--- src/rtl/bus_target.sv ---
// Memory-mapped CPU bus target: byte RAM plus LED/STATUS register bank, fixed 3-cycle handshake.
// Define BUS_TARGET_TIMER_EN to add a free-running 16-bit timer at IO_BASE+2/+3.
module bus_target #(
  parameter int unsigned RAM_DEPTH = 256,
  parameter logic [15:0] IO_BASE   = 16'hFF00
) (
  input  logic        clk,
  input  logic        rst,
  input  logic        write,
  input  logic        read,
  input  logic [15:0] address,
  input  logic [7:0]  din,
  output logic [7:0]  dout,
  output logic        ready,
  output logic        busy,
  output logic [7:0]  led
);

  localparam int unsigned AW        = (RAM_DEPTH > 1) ? $clog2(RAM_DEPTH) : 1;
  localparam logic [16:0] RAM_LIMIT = 17'(RAM_DEPTH);
  localparam logic [15:0] ADDR_LED  = IO_BASE;
  localparam logic [15:0] ADDR_STAT = IO_BASE + 16'd1;
  localparam logic [15:0] ADDR_TLO  = IO_BASE + 16'd2;
  localparam logic [15:0] ADDR_THI  = IO_BASE + 16'd3;

  typedef enum logic [1:0] {IDLE, ACCESS, RESP} state_t;

  state_t      state_q, state_d;
  logic [15:0] addr_q;
  logic [7:0]  wdata_q;
  logic        wr_q;
  logic [7:0]  mem [RAM_DEPTH];
  logic [7:0]  dout_q, dout_d;
  logic [7:0]  led_q, led_d;
  logic        err_q, err_d;
  logic        accept;
  logic        hit_ram, hit_led, hit_stat, hit_tlo, hit_thi, hit_any;
  logic [7:0]  rdata;

  assign hit_ram  = ({1'b0, addr_q} < RAM_LIMIT);
  assign hit_led  = (addr_q == ADDR_LED);
  assign hit_stat = (addr_q == ADDR_STAT);

`ifdef BUS_TARGET_TIMER_EN
  logic [15:0] timer_q;
  logic [7:0]  shadow_q;

  assign hit_tlo = (addr_q == ADDR_TLO);
  assign hit_thi = (addr_q == ADDR_THI);

  // Reading the low byte freezes the high byte so a LO/HI pair is coherent.
  always_ff @(posedge clk) begin
    if (rst) begin
      timer_q  <= 16'h0000;
      shadow_q <= 8'h00;
    end else begin
      timer_q <= timer_q + 16'd1;
      if (state_q == ACCESS && !wr_q && hit_tlo) shadow_q <= timer_q[15:8];
    end
  end
`else
  assign hit_tlo = 1'b0;
  assign hit_thi = 1'b0;
`endif

  assign hit_any = hit_ram | hit_led | hit_stat | hit_tlo | hit_thi;

  always_comb begin
    rdata = 8'h00;
    if (hit_ram)       rdata = mem[addr_q[AW-1:0]];
    else if (hit_led)  rdata = led_q;
    else if (hit_stat) rdata = {7'b0, err_q};
`ifdef BUS_TARGET_TIMER_EN
    else if (hit_tlo)  rdata = timer_q[7:0];
    else if (hit_thi)  rdata = shadow_q;
`endif
  end

  always_comb begin
    state_d = state_q;
    dout_d  = dout_q;
    led_d   = led_q;
    err_d   = err_q;
    accept  = 1'b0;
    busy    = 1'b0;
    ready   = 1'b0;
    case (state_q)
      IDLE: begin
        if (read || write) begin
          accept  = 1'b1;
          state_d = ACCESS;
          if (read && write) err_d = 1'b1;
        end
      end
      ACCESS: begin
        busy    = 1'b1;
        state_d = RESP;
        if (!wr_q) dout_d = rdata;
        if (!hit_any) begin
          err_d = 1'b1;
        end else if (wr_q) begin
          if (hit_led)                  led_d = wdata_q;
          else if (hit_stat && wdata_q[0]) err_d = 1'b0;
          else if (hit_tlo || hit_thi)  err_d = 1'b1;
        end
      end
      RESP: begin
        busy    = 1'b1;
        ready   = 1'b1;
        state_d = IDLE;
      end
      default: state_d = IDLE;
    endcase
  end

  always_ff @(posedge clk) begin
    if (rst) begin
      state_q <= IDLE;
      dout_q  <= 8'h00;
      led_q   <= 8'h00;
      err_q   <= 1'b0;
    end else begin
      state_q <= state_d;
      dout_q  <= dout_d;
      led_q   <= led_d;
      err_q   <= err_d;
    end
  end

  // Request capture and RAM array carry no reset; a write issued in ACCESS commits even under rst.
  always_ff @(posedge clk) begin
    if (accept) begin
      addr_q  <= address;
      wdata_q <= din;
      wr_q    <= write;
    end
    if (state_q == ACCESS && wr_q && hit_ram) mem[addr_q[AW-1:0]] <= wdata_q;
  end

  assign dout = dout_q;
  assign led  = led_q;

endmodule

--- config.mk ---
export PLATFORM = sky130hd
export DESIGN_NAME = bus_target
export DESIGN_NICKNAME = d
export VERILOG_FILES = /design/src/rtl/bus_target.sv
export SDC_FILE = /design/constraint.sdc
export NUM_CORES = 2
export LEC_CHECK = 0
export BUFFER_PORTS_ARGS = -buffer_cell sky130_fd_sc_hd__buf_2
export CAP_MARGIN = 10
export CELL_PAD_IN_SITES_DETAIL_PLACEMENT = 0
export CELL_PAD_IN_SITES_GLOBAL_PLACEMENT = 2
export CORE_MARGIN = 3
export CORE_UTILIZATION = 54
export CTS_CLUSTER_DIAMETER = 150
export DETAILED_ROUTE_END_ITERATION = 10
export PLACE_DENSITY_LB_ADDON = 0.08
export SETUP_SLACK_MARGIN = 0.02
export SYNTH_ARGS = -nofsm -noshare
export SYNTH_HDL_FRONTEND = slang
export SYNTH_SLANG_ARGS = --single-unit
--- constraint.sdc ---
create_clock -name clk -period 6.5 [get_ports clk]
set_input_delay 0.65 -clock clk [delete_from_list [all_inputs] [get_ports clk]]
set_output_delay 0.65 -clock clk [all_outputs]
set_load 0.03 [all_outputs]
==> run summary <==
- post-synth net total: 4027
- post-synthesis xor/xnor area fraction: 0%
- transition time of the tightest slew-check pin: 1.31 ns
- Peak supply drop: 0.000328 V
- number of different library cells in the post-synthesis netlist: 66
- Die Span X: 395 um
- ordered list of cells on the worst path: buf_12 > mux4_2 > a22oi_1 > a21oi_1 > nor3_1 > o311ai_1 > o21a_1
- die extent in y: 395 um
- IO Port Bufs: 45
- clock edge transition at the registers on the reported setup and hold paths: 0.07 ns
- final cell count without fillers: 6346
- adder-cell share of the synthesized area: 0.0459%
- share of synthesized registers carrying an async set or reset: 0%
- wire length of the first global-routing pass: 317000 um
- met3 usage: 6.33%
- post-route cell area: 0.0912 sq mm
- vias in the first global route: 41579
- Routed wire per std cell: 35.1 um
- worst-case clock skew: 0.0263 ns
- final routed wirelength across all metal layers: 223000 um
- CTS buffer count: 208
- power per standard cell area: 335 mW/mm^2
- Overflow after GRT: 0
- fmax: 0.215 GHz
- Worst EP required: 7.21 ns
- Synth Register Bits: 2100
- TritonCTS clock tree: built
- number of nets in the finished design: 4181
- minimum period implied by the final worst setup slack: 4.65 ns
- antenna violations before repair: 13
- area share of and/or/nand/nor cells after synthesis: 3.39%
- Final Hold Violating Endpoints: 0
- type of destination of the critical path: flop
- Overall Global Routing Usage: 28.8%
- Period Utilization, post-route: 71.6%
- number of antenna-violating nets in the routed design: 0
- unrepaired setup endpoints after global routing: no
- met1 layer usage reported by global route: 42.2%
- Detailed Route Iter0 Violations: 5030
- area post-placement: 0.0842 sq mm
- Main synth FF type: sky130_fd_sc_hd__edfxtp_1
- number of placement rows: 142
- delay of the slowest cell on the worst path: 0.96 ns
- layout overhead on the synthesized area: 11.4%
- post-synth design cell area: 0.0818 sq mm
- worst-path cell with the longest stage delay: sky130_fd_sc_hd__nor3_1
- sequential element share of the synthesized area: 76.7%
- setup slack after layout: 1.85 ns
- kind of path behind the tightest hold check: input port to flop
- remaining routing DRC violations: 0
- Top-Level Pins: 46
- worst endpoint data arrival time: 5.36 ns
- number of fillers in the final layout: 10438
- H-tree Lvls: 4
- Pins Over Slew Limit: 0
- total clock sinks: 2100
- number of vias after detailed routing: 41642
- die area: 0.156 sq mm
- number of maximum-capacitance constraint violations: 0
- share of cell area taken by muxes after synthesis: 14.7%
- GP Congestion: 0.877
- most utilized layer in the global route result: met2
- pin count of the biggest net entering global routing: 186
- main combinational cell family by area after synthesis: multiplexers
- Placement Setup Slack: 1.92 ns
- Inst Count DP: 5934
- clock latency reported for the late side of the worst-skew pair: 0.83 ns
- vias per std cell: 6.56
- cells after synthesis: 3996
- compound-cell area share of the yosys netlist: 3.30%
- type of element launching the critical path: flop
- setup TNS after final layout: 0 ns
- met2 capacity usage during global routing: 44.4%
- area of the core region: 0.150 sq mm
- run status: complete, no violations
- Max-slew headroom: 11.9%
- Worst Setup Path Type: flop to flop
- EDFF count, synth: 2073
- Initial Util: 54.5%
- detailed-routing iteration count for the pre-antenna-repair pass: 6
- CTS Root Buffer Type: sky130_fd_sc_hd__clkbuf_16
- leakage power total: 28.4 nW
- fraction of final layout cells with drive strength greater than 1: 21.7%
- largest fanout on the critical path: 71
- clock tree buffer depth: 3
- HPWL reported at the end of detailed placement: 138000 um
- synthesized area divided by synthesized cell count: 20.5 sq um
- Syn. warnings: 0
- endpoints failing setup: 0
- fin util: 60.7%
-- synthesized netlist by cell type, types with 8 or more instances --
library cell / count / area, sq um
sky130_fd_sc_hd__nand2_1: 78 / 293
sky130_fd_sc_hd__and2_1: 8 / 50.1
sky130_fd_sc_hd__nor4_1: 13 / 81.3
sky130_fd_sc_hd__buf_1: 10 / 37.5
sky130_fd_sc_hd__buf_6: 38 / 428
sky130_fd_sc_hd__buf_4: 19 / 143
sky130_fd_sc_hd__mux4_2: 432 / 9730
sky130_fd_sc_hd__nand2b_1: 20 / 125
sky130_fd_sc_hd__nor2b_1: 37 / 231
sky130_fd_sc_hd__o221ai_1: 37 / 324
sky130_fd_sc_hd__nand3_1: 32 / 160
sky130_fd_sc_hd__mux2_2: 22 / 248
sky130_fd_sc_hd__a211oi_1: 19 / 143
sky130_fd_sc_hd__edfxtp_1: 2073 / 62200
sky130_fd_sc_hd__mux2i_1: 189 / 1890
sky130_fd_sc_hd__dfxtp_1: 27 / 541
sky130_fd_sc_hd__a21oi_1: 73 / 365
sky130_fd_sc_hd__nor3_1: 47 / 235
sky130_fd_sc_hd__nor2_1: 324 / 1220
sky130_fd_sc_hd__o21ai_0: 42 / 210
sky130_fd_sc_hd__or2_2: 8 / 50.1
sky130_fd_sc_hd__buf_8: 9 / 135
sky130_fd_sc_hd__a31oi_1: 17 / 106
sky130_fd_sc_hd__nand4_1: 15 / 93.8
sky130_fd_sc_hd__clkbuf_1: 87 / 327
sky130_fd_sc_hd__a22oi_1: 79 / 593
sky130_fd_sc_hd__buf_2: 60 / 300
sky130_fd_sc_hd__a2111oi_0: 9 / 78.8
sky130_fd_sc_hd__o22ai_1: 72 / 450
-- logic make-up (layout without fill, tap and decap cells) --
family	after synthesis	after routing
multiplexers	648	648
adder cells (fa/ha/maj)	3	3
buffers and inverters	237	563
other	0	8
AO/OA/AOI/OAI	398	398
AND/OR/NAND/NOR	610	610
flip-flops	2100	2100
-- where the power goes --
group          leakage [nW]  internal, mW  switching, mW  total, mW
combinational          6.23          1.21           2.26       3.47
sequential             18.9          15.1          0.131       15.3
clock                  3.28          6.84           5.01       11.8
total                  28.4          23.2           7.40       30.6
-- cell usage in the layout (no fill, tap or decap), types with 26 or more instances in the layout --
cell type and instances:
sky130_fd_sc_hd__a21oi_1 73, sky130_fd_sc_hd__a22oi_1 79, sky130_fd_sc_hd__buf_2 45, sky130_fd_sc_hd__buf_4 90
sky130_fd_sc_hd__clkbuf_1 46, sky130_fd_sc_hd__clkbuf_16 210, sky130_fd_sc_hd__clkinv_1 41, sky130_fd_sc_hd__clkinv_2 38
sky130_fd_sc_hd__edfxtp_1 2073, sky130_fd_sc_hd__mux2i_1 189, sky130_fd_sc_hd__mux4_2 432, sky130_fd_sc_hd__nand2_1 76
sky130_fd_sc_hd__nand3_1 26, sky130_fd_sc_hd__nor2_1 322, sky130_fd_sc_hd__nor2b_1 33, sky130_fd_sc_hd__nor3_1 47
sky130_fd_sc_hd__o21ai_0 41, sky130_fd_sc_hd__o221ai_1 37, sky130_fd_sc_hd__o22ai_1 72
-- critical path: cells and delay by family, from the launching register on --
family | cells | cell delay (ns)
AO/OA/AOI/OAI | 4 | 1.40
AND/OR/NAND/NOR | 1 | 0.96
flip-flops | 1 | 0.89
buffers and inverters | 1 | 0.50
multiplexers | 1 | 0.63
-- metal layers --
layer	vias to the layer above	wire length [um]	share of wire (%)
li1	16938	-	-
met1	22103	89900	40
met2	2271	106000	47
met3	326	21500	9.6
met4	4	6120	2.7
met5	-	28	0.013
-- final cells by class --
| cell class | count | area, sq um | share of cell area, % |
|---|---|---|---|
| flip-flops and latches | 2100 | 62800 | 68.9 |
| inverters | 6 | 22.5 | 0.0247 |
| clock inverters | 122 | 1230 | 1.35 |
| repair buffers | 175 | 1490 | 1.64 |
| diodes | 8 | 20.0 | 0.0220 |
| well taps | 2016 | 2520 | 2.77 |
| clock buffers | 260 | 5480 | 6.01 |
| multi-input cells | 1659 | 17600 | 19.3 |
-- worst paths after layout --
path | startpoint | endpoint | slack (ns) | depth (start not counted)
max | flop | dout[3]$_SDFFE_PP0P_ | 1.85 | 7
min | write | wr_q$_DFFE_PP_ | 0.07 | 1
max reg2reg | flop | dout[3]$_SDFFE_PP0P_ | 1.85 | 7
min reg2reg | err_q$_SDFFE_PP0P_ | err_q$_SDFFE_PP0P_ | 0.50 | 2
-- sequential cells by signal (all words and copies together), names as in the netlist, named ones only --
signal	count
mem	2048
dout	8
err_q	1
led	8
wr_q	1
addr_q	16
wdata_q	8
state_q	2
-- repair_timing --
item                       CTS  global route
buffers inserted             0             0
hold endpoints to repair    20             0
hold buffers                20             0
resized for setup            0             0
setup endpoints to repair    0             0
-- stage by stage --
stage / power, mW / hold WS (ns)
2_1_floorplan: 17.7 / 0.450
3_3_place_gp: 18.9 / 0.468
3_5_place_dp: 19.0 / 0.478
4_1_cts: 30.7 / 0.00272
5_1_grt: 31.5 / 0.0267
6_report: 30.6 / 0.0658
No activity file was read; power rests on OpenSTA's default activity.
